<file path="src/rtl/pwl_act_unit.sv">
// Three-stage piecewise-linear tanh/sigmoid unit, signed fixed point, valid/ready on both sides.
// Optional build macro PWL_ROUND_EN: data-dependent right shifts round half-up instead of truncating.
module pwl_act_unit #(
  parameter int DATA_W = 32,
  parameter int FRAC_W = 14
) (
  input  logic              clk,
  input  logic              rstn,
  input  logic              in_valid,
  output logic              in_ready,
  input  logic [DATA_W-1:0] in_data,
  input  logic              in_mode,
  output logic              out_valid,
  input  logic              out_ready,
  output logic [DATA_W-1:0] out_data,
  output logic              busy
);
  localparam int STAGES = 3;
  localparam logic [DATA_W-1:0] ONE  = {{(DATA_W-1){1'b0}}, 1'b1} << FRAC_W;
  localparam logic [DATA_W-1:0] B1   = ONE >> 2;
  localparam logic [DATA_W-1:0] B2   = ONE - (ONE >> 3);
  localparam logic [DATA_W-1:0] B3   = (ONE << 1) - (ONE >> 3);
  localparam logic [DATA_W-1:0] B4   = (ONE << 1) + ONE;
  localparam logic [DATA_W-1:0] K1   = ONE >> 4;
  localparam logic [DATA_W-1:0] K2   = ONE >> 1;
  localparam logic [DATA_W-1:0] K3   = ONE - (ONE >> 4) - (ONE >> 5);
  localparam logic [DATA_W-1:0] AMAX = {1'b0, {(DATA_W-1){1'b1}}};

  logic [STAGES:1] vld_pipe;
  logic rdy1, rdy2, rdy3;

  // Each stage advances when it is empty or its successor will take its contents.
  assign rdy3      = out_ready;
  assign rdy2      = !vld_pipe[3] || rdy3;
  assign rdy1      = !vld_pipe[2] || rdy2;
  assign in_ready  = !vld_pipe[1] || rdy1;
  assign out_valid = vld_pipe[3];
  assign busy      = |vld_pipe;

  // S1: pre-scale for sigmoid, split into sign/magnitude, classify.
  logic signed [DATA_W-1:0] u;
  logic [DATA_W-1:0] a_c;
  logic [2:0]        seg_c;

  always_comb begin
    u = in_mode ? ($signed(in_data) >>> 1) : $signed(in_data);
    if (u[DATA_W-1] && (u[DATA_W-2:0] == '0)) a_c = AMAX;
    else if (u[DATA_W-1])                     a_c = -u;
    else                                      a_c = u;
    if      (a_c < B1) seg_c = 3'd0;
    else if (a_c < B2) seg_c = 3'd1;
    else if (a_c < B3) seg_c = 3'd2;
    else if (a_c < B4) seg_c = 3'd3;
    else               seg_c = 3'd4;
  end

  logic [DATA_W-1:0] a_q1;
  logic [2:0]        seg_q1;
  logic              s_q1, mode_q1;

  // S2: segment evaluation with shift-add slopes.
  logic [DATA_W-1:0] a_sh2, a_sh5, y_c;
`ifdef PWL_ROUND_EN
  assign a_sh2 = (a_q1 >> 2) + {{(DATA_W-1){1'b0}}, a_q1[1]};
  assign a_sh5 = (a_q1 >> 5) + {{(DATA_W-1){1'b0}}, a_q1[4]};
`else
  assign a_sh2 = a_q1 >> 2;
  assign a_sh5 = a_q1 >> 5;
`endif

  always_comb begin
    case (seg_q1)
      3'd0:    y_c = a_q1;
      3'd1:    y_c = a_q1 - a_sh2 + K1;
      3'd2:    y_c = a_sh2 + K2;
      3'd3:    y_c = a_sh5 + K3;
      default: y_c = ONE;
    endcase
    if (y_c > ONE) y_c = ONE;
  end

  logic [DATA_W-1:0] y_q2;
  logic              s_q2, mode_q2;

  // S3: restore sign, then remap to sigmoid range if requested.
  logic signed [DATA_W:0]   t, t_sh1;
  logic        [DATA_W-1:0] o_c;

  always_comb begin
    t = $signed({1'b0, y_q2});
    if (s_q2) t = -t;
    t_sh1 = t >>> 1;
`ifdef PWL_ROUND_EN
    t_sh1 = t_sh1 + $signed({{DATA_W{1'b0}}, t[0]});
`endif
    o_c = mode_q2 ? DATA_W'($signed({1'b0, K2}) + t_sh1) : DATA_W'(t);
  end

  always_ff @(posedge clk or negedge rstn) begin
    if (!rstn) begin
      vld_pipe <= '0;
      a_q1     <= '0;
      seg_q1   <= '0;
      s_q1     <= 1'b0;
      mode_q1  <= 1'b0;
      y_q2     <= '0;
      s_q2     <= 1'b0;
      mode_q2  <= 1'b0;
      out_data <= '0;
    end else begin
      if (in_ready) vld_pipe[1] <= in_valid;
      if (rdy1)     vld_pipe[2] <= vld_pipe[1];
      if (rdy2)     vld_pipe[3] <= vld_pipe[2];
      if (in_ready && in_valid) begin
        a_q1    <= a_c;
        seg_q1  <= seg_c;
        s_q1    <= u[DATA_W-1];
        mode_q1 <= in_mode;
      end
      if (rdy1 && vld_pipe[1]) begin
        y_q2    <= y_c;
        s_q2    <= s_q1;
        mode_q2 <= mode_q1;
      end
      if (rdy2 && vld_pipe[2]) out_data <= o_c;
    end
  end
endmodule

</file>
<file path="config.mk">
export PLATFORM = sky130hd
export DESIGN_NAME = pwl_act_unit
export DESIGN_NICKNAME = d
export VERILOG_FILES = /design/src/rtl/pwl_act_unit.sv
export SDC_FILE = /design/constraint.sdc
export NUM_CORES = 1
export LEC_CHECK = 0
export BUFFER_PORTS_ARGS = -buffer_cell sky130_fd_sc_hd__buf_2
export CORE_ASPECT_RATIO = 0.7
export CORE_MARGIN = 1
export CORE_UTILIZATION = 60
export DETAILED_ROUTE_END_ITERATION = 10
export PLACE_DENSITY = 0.8
export SLEW_MARGIN = 20
export SYNTH_ARGS = -nofsm -noshare
export SYNTH_HDL_FRONTEND = slang
export SYNTH_SLANG_ARGS = --single-unit
</file>
<file path="constraint.sdc">
create_clock -name clk -period 9 [get_ports clk]
set_input_delay 0.45 -clock clk [delete_from_list [all_inputs] [get_ports clk]]
set_output_delay 0.45 -clock clk [all_outputs]
set_load 0.02 [all_outputs]
</file>
==> impl_metrics.ini, run 1 <==
[sta]
maxSlewHeadroom = 0.3270
report.final.hold_viol_count = 0
total_neg_setup_slack_ps = 0
report.final.setup_viol = 0
worst_pin_slew_ps = 1001
fin_worst_skew_ps = 18.60
post-route-min-period_ps = 4645
layout_worst_path_cycle_share = 0.5161
final_max_slew_viol_count = 0
rsz_0062_raised_after_global_routing = false
fmaxAchievable_ghz = 0.2153

[place]
placement.io_buffers = 71
dpl.hpwl_um = 21550
globalplace.congestion = 0.9596
post_dp_cell_area_sq_mm = 0.01108

[synth]
ys_warn_count = 0
yosysMostFrequentCell = sky130_fd_sc_hd__nand2_1
syn-cell-area_sq_mm = 0.01074
yosysSeqAreaShare = 0.2470
synth_ff_type = sky130_fd_sc_hd__dfrtp_1
post_synthesis_cell_type_count = 90
synth_async_sr_flop_share = 1.000
syn_inst = 1403
synth_nets = 1508
netlist_top_cells_count = sky130_fd_sc_hd__nand2_1, sky130_fd_sc_hd__o21ai_0, sky130_fd_sc_hd__nor2_1
area_leader_netlist = sky130_fd_sc_hd__dfrtp_1
synth_top_cells_by_area = sky130_fd_sc_hd__dfrtp_1, sky130_fd_sc_hd__ha_1, sky130_fd_sc_hd__o21ai_0, sky130_fd_sc_hd__nand2_1, sky130_fd_sc_hd__a21oi_1
synthesis.area_per_instance_sq_um = 7.654
ys_seq_elements = 106
post-synth-top-area-fraction = 0.2470
synth_enable_flop_cells = 0

[floorplan]
die_outline_area_sq_mm = 0.01845
placement_rows = 40
floorplan.initialDensity = 0.6202
chipHeight_um = 113.9
boundaryPins = 72
placeableCoreArea_sq_mm = 0.01732
chipWidth_um = 161.9

[clock_network]
cts_made_buffers = 9
clock_latency_ps = 360
worst_setup_hold_path_clk_slew_ps = 80
post-cts-setup-buffers = 0
numClockSinks = 106
cts.repair.resized = 0
cts.htree.levels = 3
clk_path_buf_depth = 2
ctsHoldBuffers = 0
clock-root-buffer = sky130_fd_sc_hd__clkbuf_16
tritoncts_clock_tree = yes

[routing]
detailedRoute.firstIterationViolations = 1368
route.detailed.wl_per_inst_um = 17.66
drtPass1Iterations = 6
drc_errors = 0
final_routed_wirelength_um = 28790
drt-vias-per-instance = 6.647
detailed_route_via_count = 10830
detail-route-antenna-nets = 0

[setup_path]
path_common_cell = sky130_fd_sc_hd__ha_1
worst_path_max_delay_cell = sky130_fd_sc_hd__a31oi_2
critical-path-max-stage-delay_ps = 600
criticalPathCategory = reg -> reg
worst-endpoint-arrival_ps = 4830
worstPathRequired_ps = 9180
critical_path.cell_chain = inv_1, ha_1, ha_1, fa_1, a21o_1, a221oi_2, o32ai_1, or4_1, a41oi_1, nor4bb_1, a211o_1, a31oi_2, o21ai_0
timing.critical_path.to_type = register
critical_path.max_fanout = 15
worst_setup_path_start_kind = register

[power]
sequential_group_share_of_total_power = 0.293
comb_power_share = 0.516
switching_power_mw = 0.9376
power_report.internal_total_mw = 1.143
swShare = 0.4507
total_leakage_power_nw = 4.821
power.share.clock = 0.191
power.total_mw = 2.080
irDropWorstVdd_v = 0.00009822
power_density_mw_per_mm2 = 182.7

[cells_and_area]
drive_gt1_frac = 0.1022
design_area_sq_mm = 0.01139
syn_to_final_growth_pct = 6.035
antenna_cells_inserted = 0
fin_nets = 1499

[global_routing]
vias_in_the_first_global_route = 9336
globalRouteTotalUtil = 0.3157
grt_overflow_total = 0
global_route_wire_length_before_repair_um = 47750
initial_antenna_violation_count = 0
grt_max_degree = 73

[job]
maxCapViolCount = 0

[min_path]
worstHoldPathType = in -> async

[outcome]
run_status = complete, no violations
[cells in the final DEF (no fill, tap or decap), drive strengths merged, types with 8 or more instances in the layout]
cell    instances
o21a            8
dfrtp         106
buf            81
a211oi         16
nor3           40
a22oi           8
clkbuf          9
and2           28
o311ai          8
and3           14
xor2           24
mux2i          33
inv            58
a21oi         100
o211ai         17
o22ai          21
nand3          40
or4            17
mux2            8
or2            14
a21o           19
nor2          109
nor4           17
nand2         151
or3            16
o31ai          13
ha             67
o21ai         119
nand4          27
a31oi          23
o41ai          11
xnor2          41
nand2b         13
[state kept, by name, summed over array words and instances (netlist names)]
name      count
a_q1         32
y_q2         32
seg_q1        3
s_q1          1
mode_q2       1
out_data     32
mode_q1       1
vld_pipe      3
s_q2          1
[power by group through the flow]
stage / clock network [mW] / registers, mW / logic (mW)
after floorplan: 0 / 0.616 / 0.781
after CTS: 0.404 / 0.606 / 1.05
final: 0.397 / 0.610 / 1.07
after global routing: 0.421 / 0.619 / 1.19
after global placement: 0 / 0.612 / 1.02
after detailed placement: 0 / 0.616 / 1.04
[per-stage QoR]
| stage | setup slack (ps) | cells | util | hold WS [ps] |
|---|---|---|---|---|
| 2_1_floorplan | 3627 | 1403 | - | 154.4 |
| 4_1_cts | 4067 | 1630 | 0.6572 | 48.71 |
| 6_report | 4355 | 1630 | 0.6576 | 40.26 |
| 3_5_place_dp | 4120 | 1614 | 0.6397 | 433.0 |
| 3_3_place_gp | 4231 | 1614 | 0.6397 | 429.6 |
| 5_1_grt | 4049 | 1630 | 0.6576 | 65.51 |
[worst paths after layout]
path,startpoint,end,slack (ps),cells after the start
worst max-delay path,a_q1[3]$_DFFE_PN0P_,y_q2[11]$_DFFE_PN0P_,4360,13
worst min-delay path,rstn,out_data[5]$_DFFE_PN0P_,40,1
worst max register to register,a_q1[3]$_DFFE_PN0P_,y_q2[11]$_DFFE_PN0P_,4360,13
worst min register to register,out_data[21]$_DFFE_PN0P_,out_data[21]$_DFFE_PN0P_,470,1
max in group asynchronous,rstn,y_q2[0]$_DFFE_PN0P_,7710,2
min in group clk,in_valid,vld_pipe[1]$_DFFE_PN0N_,300,2
[cells by family after synthesis]
| logic type | count (synthesis) | synth area share |
|---|---|---|
| compound gates | 443 | 0.2703 |
| xor+xnor | 65 | 0.05301 |
| fa+ha+maj | 68 | 0.07993 |
| buf+inv | 156 | 0.05581 |
| flops | 106 | 0.2470 |
| mux | 46 | 0.04963 |
| simple gates | 519 | 0.2443 |
[layer usage]
layer / up-vias / global-route usage / wire length (um)
met2: 559 / 0.4275 / 11400
met5: - / 0 / 0
li1: 5207 / - / -
met4: 0 / 0.05975 / 265
met3: 27 / 0.06509 / 2922
met1: 5041 / 0.5051 / 14210
[area by class of cell]
type	instances	area [sq um]
clock buffer	9	225.2
clock inverter	7	78.83
fill	1525	5929
inverter	55	206.4
multi-input combinational	1141	7502
sequential	106	2653
tap	231	289.0
timing repair buffer	81	432.9
[critical path: cells and delay by family (launching register included)]
| family | cells | cell delay (ps) |
|---|---|---|
| simple gates | 2 | 650 |
| fa+ha+maj | 3 | 910 |
| compound gates | 7 | 2430 |
| flops | 1 | 420 |
| buf+inv | 1 | 60 |
(Power assumes the default switching activity.)
==> run 2, diff against run 1 <==
--- a/config.mk
+++ b/config.mk
@@ -5,10 +5,11 @@
 export SDC_FILE = /design/constraint.sdc
 export NUM_CORES = 1
 export LEC_CHECK = 0
+export ABC_AREA = 1
 export BUFFER_PORTS_ARGS = -buffer_cell sky130_fd_sc_hd__buf_2
 export CORE_ASPECT_RATIO = 0.7
 export CORE_MARGIN = 1
-export CORE_UTILIZATION = 60
+export CORE_UTILIZATION = 57
 export DETAILED_ROUTE_END_ITERATION = 10
 export PLACE_DENSITY = 0.8
 export SLEW_MARGIN = 20
==> constraint.sdc (replaced) <==
create_clock -name clk -period 3.8 [get_ports clk]
set_input_delay 0.19 -clock clk [delete_from_list [all_inputs] [get_ports clk]]
set_output_delay 0.19 -clock clk [all_outputs]
set_load 0.02 [all_outputs]
==> run 2 against run 1 <==
Compared with the run above:
- global-route usage is 3.9 points higher
- sequential power increased to 2.6 times the previous value
- worst hold slack gained 120 ps
- area after synthesis up 5.3%
- worst setup slack got worse by 3900 ps
- critical path type unchanged
==> impl_metrics.ini, run 2 <==
[outcome]
run_status = complete, no violations

[synth]
ys_seq_elements = 106
yosysSeqAreaShare = 0.2346
synthesis.area_per_instance_sq_um = 5.994
synth_async_sr_flop_share = 1.000
syn-cell-area_sq_mm = 0.01130
synth_nets = 1991
ys_warn_count = 0
synth_ff_type = sky130_fd_sc_hd__dfrtp_1
synth_top_cells_by_area = sky130_fd_sc_hd__dfrtp_1, sky130_fd_sc_hd__nand2_1, sky130_fd_sc_hd__nand3_1, sky130_fd_sc_hd__nor2_1, sky130_fd_sc_hd__ha_1
synth_enable_flop_cells = 0
area_leader_netlist = sky130_fd_sc_hd__dfrtp_1
netlist_top_cells_count = sky130_fd_sc_hd__nand2_1, sky130_fd_sc_hd__nor2_1, sky130_fd_sc_hd__inv_1
syn_inst = 1886
post_synthesis_cell_type_count = 50
yosysMostFrequentCell = sky130_fd_sc_hd__nand2_1
post-synth-top-area-fraction = 0.2346

[floorplan]
chipWidth_um = 170.3
placement_rows = 42
placeableCoreArea_sq_mm = 0.01918
boundaryPins = 72
chipHeight_um = 119.8
die_outline_area_sq_mm = 0.02041
floorplan.initialDensity = 0.5894

[sta]
worst_pin_slew_ps = 958.3
layout_worst_path_cycle_share = 0.8736
report.final.hold_viol_count = 0
rsz_0062_raised_after_global_routing = false
total_neg_setup_slack_ps = 0
maxSlewHeadroom = 0.3605
worst_slack_ps = 480.2
fmaxAchievable_ghz = 0.3012
post-route-min-period_ps = 3320
fin_worst_skew_ps = 8.703
report.final.setup_viol = 0
final_max_slew_viol_count = 0

[power]
power.total_mw = 6.078
irDropWorstVdd_v = 0.0003756
total_leakage_power_nw = 6.402
power_density_mw_per_mm2 = 497.1

[setup_path]
criticalPathCategory = reg -> reg
timing.critical_path.to_type = register
worstPathRequired_ps = 4100
worst_setup_path_start_kind = register
critical_path.max_fanout = 14
worst-endpoint-arrival_ps = 3620

[cells_and_area]
antenna_cells_inserted = 0
mostFrequentLayoutCell = sky130_fd_sc_hd__nand2_1
syn_to_final_growth_pct = 8.168
largest_registers = a_q1 x32, out_data x32, y_q2 x32
layout.cells.most_common_list = sky130_fd_sc_hd__nand2_1, sky130_fd_sc_hd__nor2_1, sky130_fd_sc_hd__inv_1
filler_cell_count = 1885
fin_nets = 2048
drive_gt1_frac = 0.1011
sequential_cell_area_sq_mm = 0.002653
multiInputGateArea_sq_mm = 0.007546

[clock_network]
worst_setup_hold_path_clk_slew_ps = 70
numClockSinks = 106
ctsHoldBuffers = 1
clock_latency_ps = 370
post-cts-setup-buffers = 0
tritoncts_clock_tree = yes
cts.repair.resized = 0
cts_made_buffers = 9
clock-root-buffer = sky130_fd_sc_hd__clkbuf_16
cts.htree.levels = 3
clk_path_buf_depth = 2

[place]
globalplace.congestion = 1.008
placement.io_buffers = 71
preCtsSetupSlack_ps = 549.7
dpl.hpwl_um = 28810

[routing]
route.detailed.wl_per_inst_um = 16.13
drc_errors = 0
final_routed_wirelength_um = 35680
detail-route-antenna-nets = 0
detailed_route_via_count = 12690
detailedRoute.firstIterationViolations = 1441
drtPass1Iterations = 5
drt-vias-per-instance = 5.736

[global_routing]
grt_overflow_total = 0
globalRouteTotalUtil = 0.3551
vias_in_the_first_global_route = 11020
grt_max_degree = 57
global_route_wire_length_before_repair_um = 56920
initial_antenna_violation_count = 0

[min_path]
worstHoldPathType = in -> reg

[job]
maxCapViolCount = 0
run 2: changes by cell type in the layout (fill, tap and decap cells not counted), moves of 24 or more:
cell,change
sky130_fd_sc_hd__nand3_1,+130
sky130_fd_sc_hd__mux2i_1,-33
sky130_fd_sc_hd__inv_1,+151
sky130_fd_sc_hd__xnor2_1,-38
sky130_fd_sc_hd__nor2_2,+24
sky130_fd_sc_hd__nor2_1,+117
sky130_fd_sc_hd__and2_1,-25
sky130_fd_sc_hd__nand2_1,+445
run 2: critical path, cell delays in order (launching register included):
cell                      delay, ps
sky130_fd_sc_hd__dfrtp_1        400
sky130_fd_sc_hd__inv_1          210
sky130_fd_sc_hd__ha_1           290
sky130_fd_sc_hd__ha_1           380
sky130_fd_sc_hd__a21oi_1        360
sky130_fd_sc_hd__o21ai_0        200
sky130_fd_sc_hd__a21oi_1        210
sky130_fd_sc_hd__nand2_1        130
sky130_fd_sc_hd__nand2_1        100
sky130_fd_sc_hd__nand3_1         70
sky130_fd_sc_hd__nand3_1        100
sky130_fd_sc_hd__nand2_1         80
sky130_fd_sc_hd__nor2_1          90
sky130_fd_sc_hd__nand3_1        130
sky130_fd_sc_hd__a21oi_2        130
sky130_fd_sc_hd__buf_4          200
sky130_fd_sc_hd__nand3_1        100
sky130_fd_sc_hd__nand2_1         70
run 2: worst paths after layout:
check	start	end	slack [ps]	cells after the start
max	a_q1[10]$_DFFE_PN0P_	y_q2[6]$_DFFE_PN0P_	480	17
min	out_ready	vld_pipe[3]$_DFFE_PN0P_	160	4
max reg2reg	a_q1[10]$_DFFE_PN0P_	y_q2[6]$_DFFE_PN0P_	480	17
min reg2reg	out_data[25]$_DFFE_PN0P_	out_data[25]$_DFFE_PN0P_	480	2
max in group asynchronous	rstn	y_q2[23]$_DFFE_PN0P_	2470	3
min in group asynchronous	rstn	out_data[6]$_DFFE_PN0P_	440	2
run 2: kinds of logic (layout without fill, tap and decap cells):
group,count (synthesis),after routing,share of synthesized area
adders and majority gates,68,68,0.07593
buffers and inverters,271,333,0.09784
and+or+nand+nor,1126,1126,0.4290
AOI/OAI and AO/OA,284,284,0.1379
xor gates and xnor gates,31,31,0.02468
DFF,106,106,0.2346
run 2: power by group:
part | total, mW | switching, mW | internal [mW]
registers | 1.56 | 0.208 | 1.36
logic | 3.52 | 2.42 | 1.11
clock network | 0.990 | 0.455 | 0.535
run 2: area by class of cell:
cell class	count	area share
sequential	106	0.2169
clock inverter	5	0.005116
timing repair buffer	99	0.04666
multi-input combinational	1509	0.6171
clock buffer	11	0.01985
tap	264	0.02701
inverter	218	0.06733
run 2: per-layer routing:
| layer | part of all wire | wire, um | global-route usage | vias up |
|---|---|---|---|---|
| met5 | 0 | 0 | 0 | - |
| met4 | 0.0093 | 331 | 0.05743 | 0 |
| met3 | 0.12 | 4186 | 0.08311 | 29 |
| met2 | 0.38 | 13390 | 0.4636 | 637 |
| met1 | 0.50 | 17770 | 0.5777 | 5780 |
| li1 | - | - | - | 6242 |
run 2: metrics by stage:
stage / instance area [sq um] / utilization / std cells / hold WS, ps
floorplan: 11300 / - / 1886 / -105.6
global placement: 11910 / 0.6211 / 2195 / 295.0
detailed placement: 11910 / 0.6211 / 2195 / 300.5
CTS: 12230 / 0.6375 / 2212 / 146.3
global route: 12230 / 0.6375 / 2212 / 195.9
finish: 12230 / 0.6375 / 2212 / 164.1
==> run 3, diff against run 2 <==
--- a/config.mk
+++ b/config.mk
@@ -9,7 +9,7 @@
 export BUFFER_PORTS_ARGS = -buffer_cell sky130_fd_sc_hd__buf_2
 export CORE_ASPECT_RATIO = 0.7
 export CORE_MARGIN = 1
-export CORE_UTILIZATION = 57
+export CORE_UTILIZATION = 60
 export DETAILED_ROUTE_END_ITERATION = 10
 export PLACE_DENSITY = 0.8
 export SLEW_MARGIN = 20
==> constraint.sdc (replaced) <==
create_clock -name clk -period 3.2 [get_ports clk]
set_input_delay 0.16 -clock clk [delete_from_list [all_inputs] [get_ports clk]]
set_output_delay 0.16 -clock clk [all_outputs]
set_load 0.02 [all_outputs]
==> run 3 against run 2 <==
Compared with the run above:
- the flow now finishes with violations (DRC)
- utilization is 7.7 points higher
- highest routed layer unchanged
- combinational power rose by 38%
- critical path type unchanged
- global-route usage increased by 1.5 points
- via count grew 3.6%
==> impl_metrics.ini, run 3 (synthesis results as in run 2) <==
[outcome]
run_status = finished, violations left
failing_checks = DRC

[sta]
fin_worst_skew_ps = 12.60
post-route-min-period_ps = 3171
report.final.setup_viol = 0
final_max_slew_viol_count = 0
fmaxAchievable_ghz = 0.3153
maxSlewHeadroom = 0.3387
report.final.hold_viol_count = 0
rsz_0062_raised_after_global_routing = true
layout_worst_path_cycle_share = 0.9910
worst_pin_slew_ps = 990.9

[cells_and_area]
syn_to_final_growth_pct = 15.12
largest_registers = a_q1 x32, out_data x32, y_q2 x32
filler_cell_count = 1612
fin_util = 0.7146
layout.cells.most_common_list = sky130_fd_sc_hd__nand2_1, sky130_fd_sc_hd__nor2_1, sky130_fd_sc_hd__inv_1
multiInputGateArea_sq_mm = 0.007936
sequential_cell_area_sq_mm = 0.002660
fin_nets = 2093
mostFrequentLayoutCell = sky130_fd_sc_hd__nand2_1
drive_gt1_frac = 0.1656

[global_routing]
grt_max_degree = 76
use_met2 = 0.4976
globalRouteTotalUtil = 0.3702
vias_in_the_first_global_route = 11000
globalRoute.busiestLayer = met1
gr-usage-met3 = 0.1089
global_route_wire_length_before_repair_um = 56980
initial_antenna_violation_count = 1
grt_overflow_total = 0
grtUsageMet1 = 0.5773

[setup_path]
critical-path-max-stage-delay_ps = 410
critical_path.cell_chain = inv_1, ha_1, ha_1, a21oi_2, o21ai_2, a21oi_1, nand2_1, nand2_1, nand3_1, nand2_1, nand2_1, nor2_1, nand2_1, a21oi_4, buf_12, nand3_2, nand2_1
timing.critical_path.depth = 17
worst-endpoint-arrival_ps = 3470
worst_path_max_delay_cell = sky130_fd_sc_hd__dfrtp_1
worstPathBufferInverterCount = 2
path_common_cell = sky130_fd_sc_hd__nand2_1
path_depth_of_the_worst_reg2reg_path = 17
critical_path.max_fanout = 7
timing.critical_path.to_type = register
critical-path-top-delay-family = simple AND/OR/NAND/NOR gates
worst_setup_path_start_kind = register
worstPathRequired_ps = 3500
criticalPathCategory = reg -> reg
internal_reg_to_reg_setup_slack_ps = 30

[floorplan]
die_outline_area_sq_mm = 0.01940
floorplan.initialDensity = 0.6207
chipHeight_um = 116.8
placement_rows = 41
boundaryPins = 72
placeableCoreArea_sq_mm = 0.01821
chipWidth_um = 166.1

[routing]
detailed_route_via_count = 13140
drtPass1Iterations = 9
route.detailed.wl_per_inst_um = 16.74
detail-route-antenna-nets = 0
drc_errors = 6
final_routed_wirelength_um = 37330
drt-vias-per-instance = 5.894
detailedRoute.firstIterationViolations = 1607

[clock_network]
cts.htree.levels = 3
clock_latency_ps = 360
worst_setup_hold_path_clk_slew_ps = 80
numClockSinks = 106
cts_made_buffers = 9
clock-root-buffer = sky130_fd_sc_hd__clkbuf_16
tritoncts_clock_tree = yes
clk_path_buf_depth = 2

[power]
total_leakage_power_nw = 6.637
irDropWorstVdd_v = 0.0002867
power.total_mw = 7.882
power_density_mw_per_mm2 = 605.7

[min_path]
worstHoldPathType = in -> reg
worst_hold_path.num_cells = 4

[place]
dpl.hpwl_um = 29170
globalplace.congestion = 1.084
placement.io_buffers = 71

[job]
maxCapViolCount = 0
run 3: cell count changes in the layout (fill, tap and decap cells not counted), moves of 7 or more:
cell / previous run / this run
sky130_fd_sc_hd__a21oi_1: 96 / 81
sky130_fd_sc_hd__a21oi_2: 1 / 15
sky130_fd_sc_hd__buf_4: 28 / 68
sky130_fd_sc_hd__ha_1: 67 / 51
sky130_fd_sc_hd__ha_2: 0 / 7
sky130_fd_sc_hd__ha_4: 0 / 9
sky130_fd_sc_hd__nand2_1: 595 / 585
sky130_fd_sc_hd__nand2_2: 16 / 26
sky130_fd_sc_hd__nand3_1: 170 / 152
sky130_fd_sc_hd__nand3_2: 8 / 25
sky130_fd_sc_hd__nor2_1: 226 / 213
sky130_fd_sc_hd__nor2_2: 24 / 35
sky130_fd_sc_hd__o21ai_0: 119 / 108
sky130_fd_sc_hd__o21ai_1: 15 / 23
run 3: final timing paths:
kind | startpoint | to
max | a_q1[13]$_DFFE_PN0P_ | y_q2[5]$_DFFE_PN0P_
max reg2reg | a_q1[13]$_DFFE_PN0P_ | y_q2[5]$_DFFE_PN0P_
max in group asynchronous | rstn | out_data[28]$_DFFE_PN0P_
min in group asynchronous | rstn | y_q2[0]$_DFFE_PN0P_
min reg2reg | out_data[17]$_DFFE_PN0P_ | out_data[17]$_DFFE_PN0P_
min | out_ready | vld_pipe[3]$_DFFE_PN0P_
run 3: layer usage:
metal  wire, um  up-vias  part of all wire
li1           -     6346                 -
met1      17620     5959              0.47
met2      14480      792              0.39
met3       4814       46              0.13
met4        405        0             0.011
met5          0        -                 0
run 3: what timing repair did:
item,CTS,global route
resized for setup,1,108
buffers inserted,0,10
pin swaps,1,37
endpoints found under the hold margin,8,0
gates cloned,0,1
hold buffers,1,0
endpoints found under the setup margin,1,20
run 3: metrics by stage:
stage	cell area (sq um)	worst slack, ps	cells	TNS, ps	hold slack, ps
finish	13010	28.65	2230	0	83.91
global placement	12160	119.8	2200	0	372.9
CTS	12490	37.05	2217	0	79.92
global route	13010	-60.42	2229	-617.8	136.5
floorplan	11300	365.5	1886	0	-135.6
detailed placement	12160	39.89	2200	0	382.3
run 3: area by class of cell:
type	count	share of cell area
multi-input combinational	1509	0.6098
sequential	106	0.2044
timing repair buffer	144	0.07557
inverter	218	0.06326
tap	236	0.02269
clock buffer	9	0.01731
clock inverter	7	0.006730
antenna	1	0.0001923
run 3: where the power goes:
| part | internal (mW) | total (mW) | switching (mW) |
|---|---|---|---|
| clock network | 0.622 | 1.19 | 0.571 |
| logic | 1.67 | 4.85 | 3.18 |
| registers | 1.61 | 1.84 | 0.224 |
| total | 3.91 | 7.88 | 3.98 |
run 3: worst reg2reg max path, delay by kind of cell, from the launching register on:
kind | cells | cell delay (ps)
DFF | 1 | 410
adders and majority gates | 2 | 670
buffers and inverters | 2 | 310
AOI/OAI and AO/OA | 4 | 810
and+or+nand+nor | 9 | 910
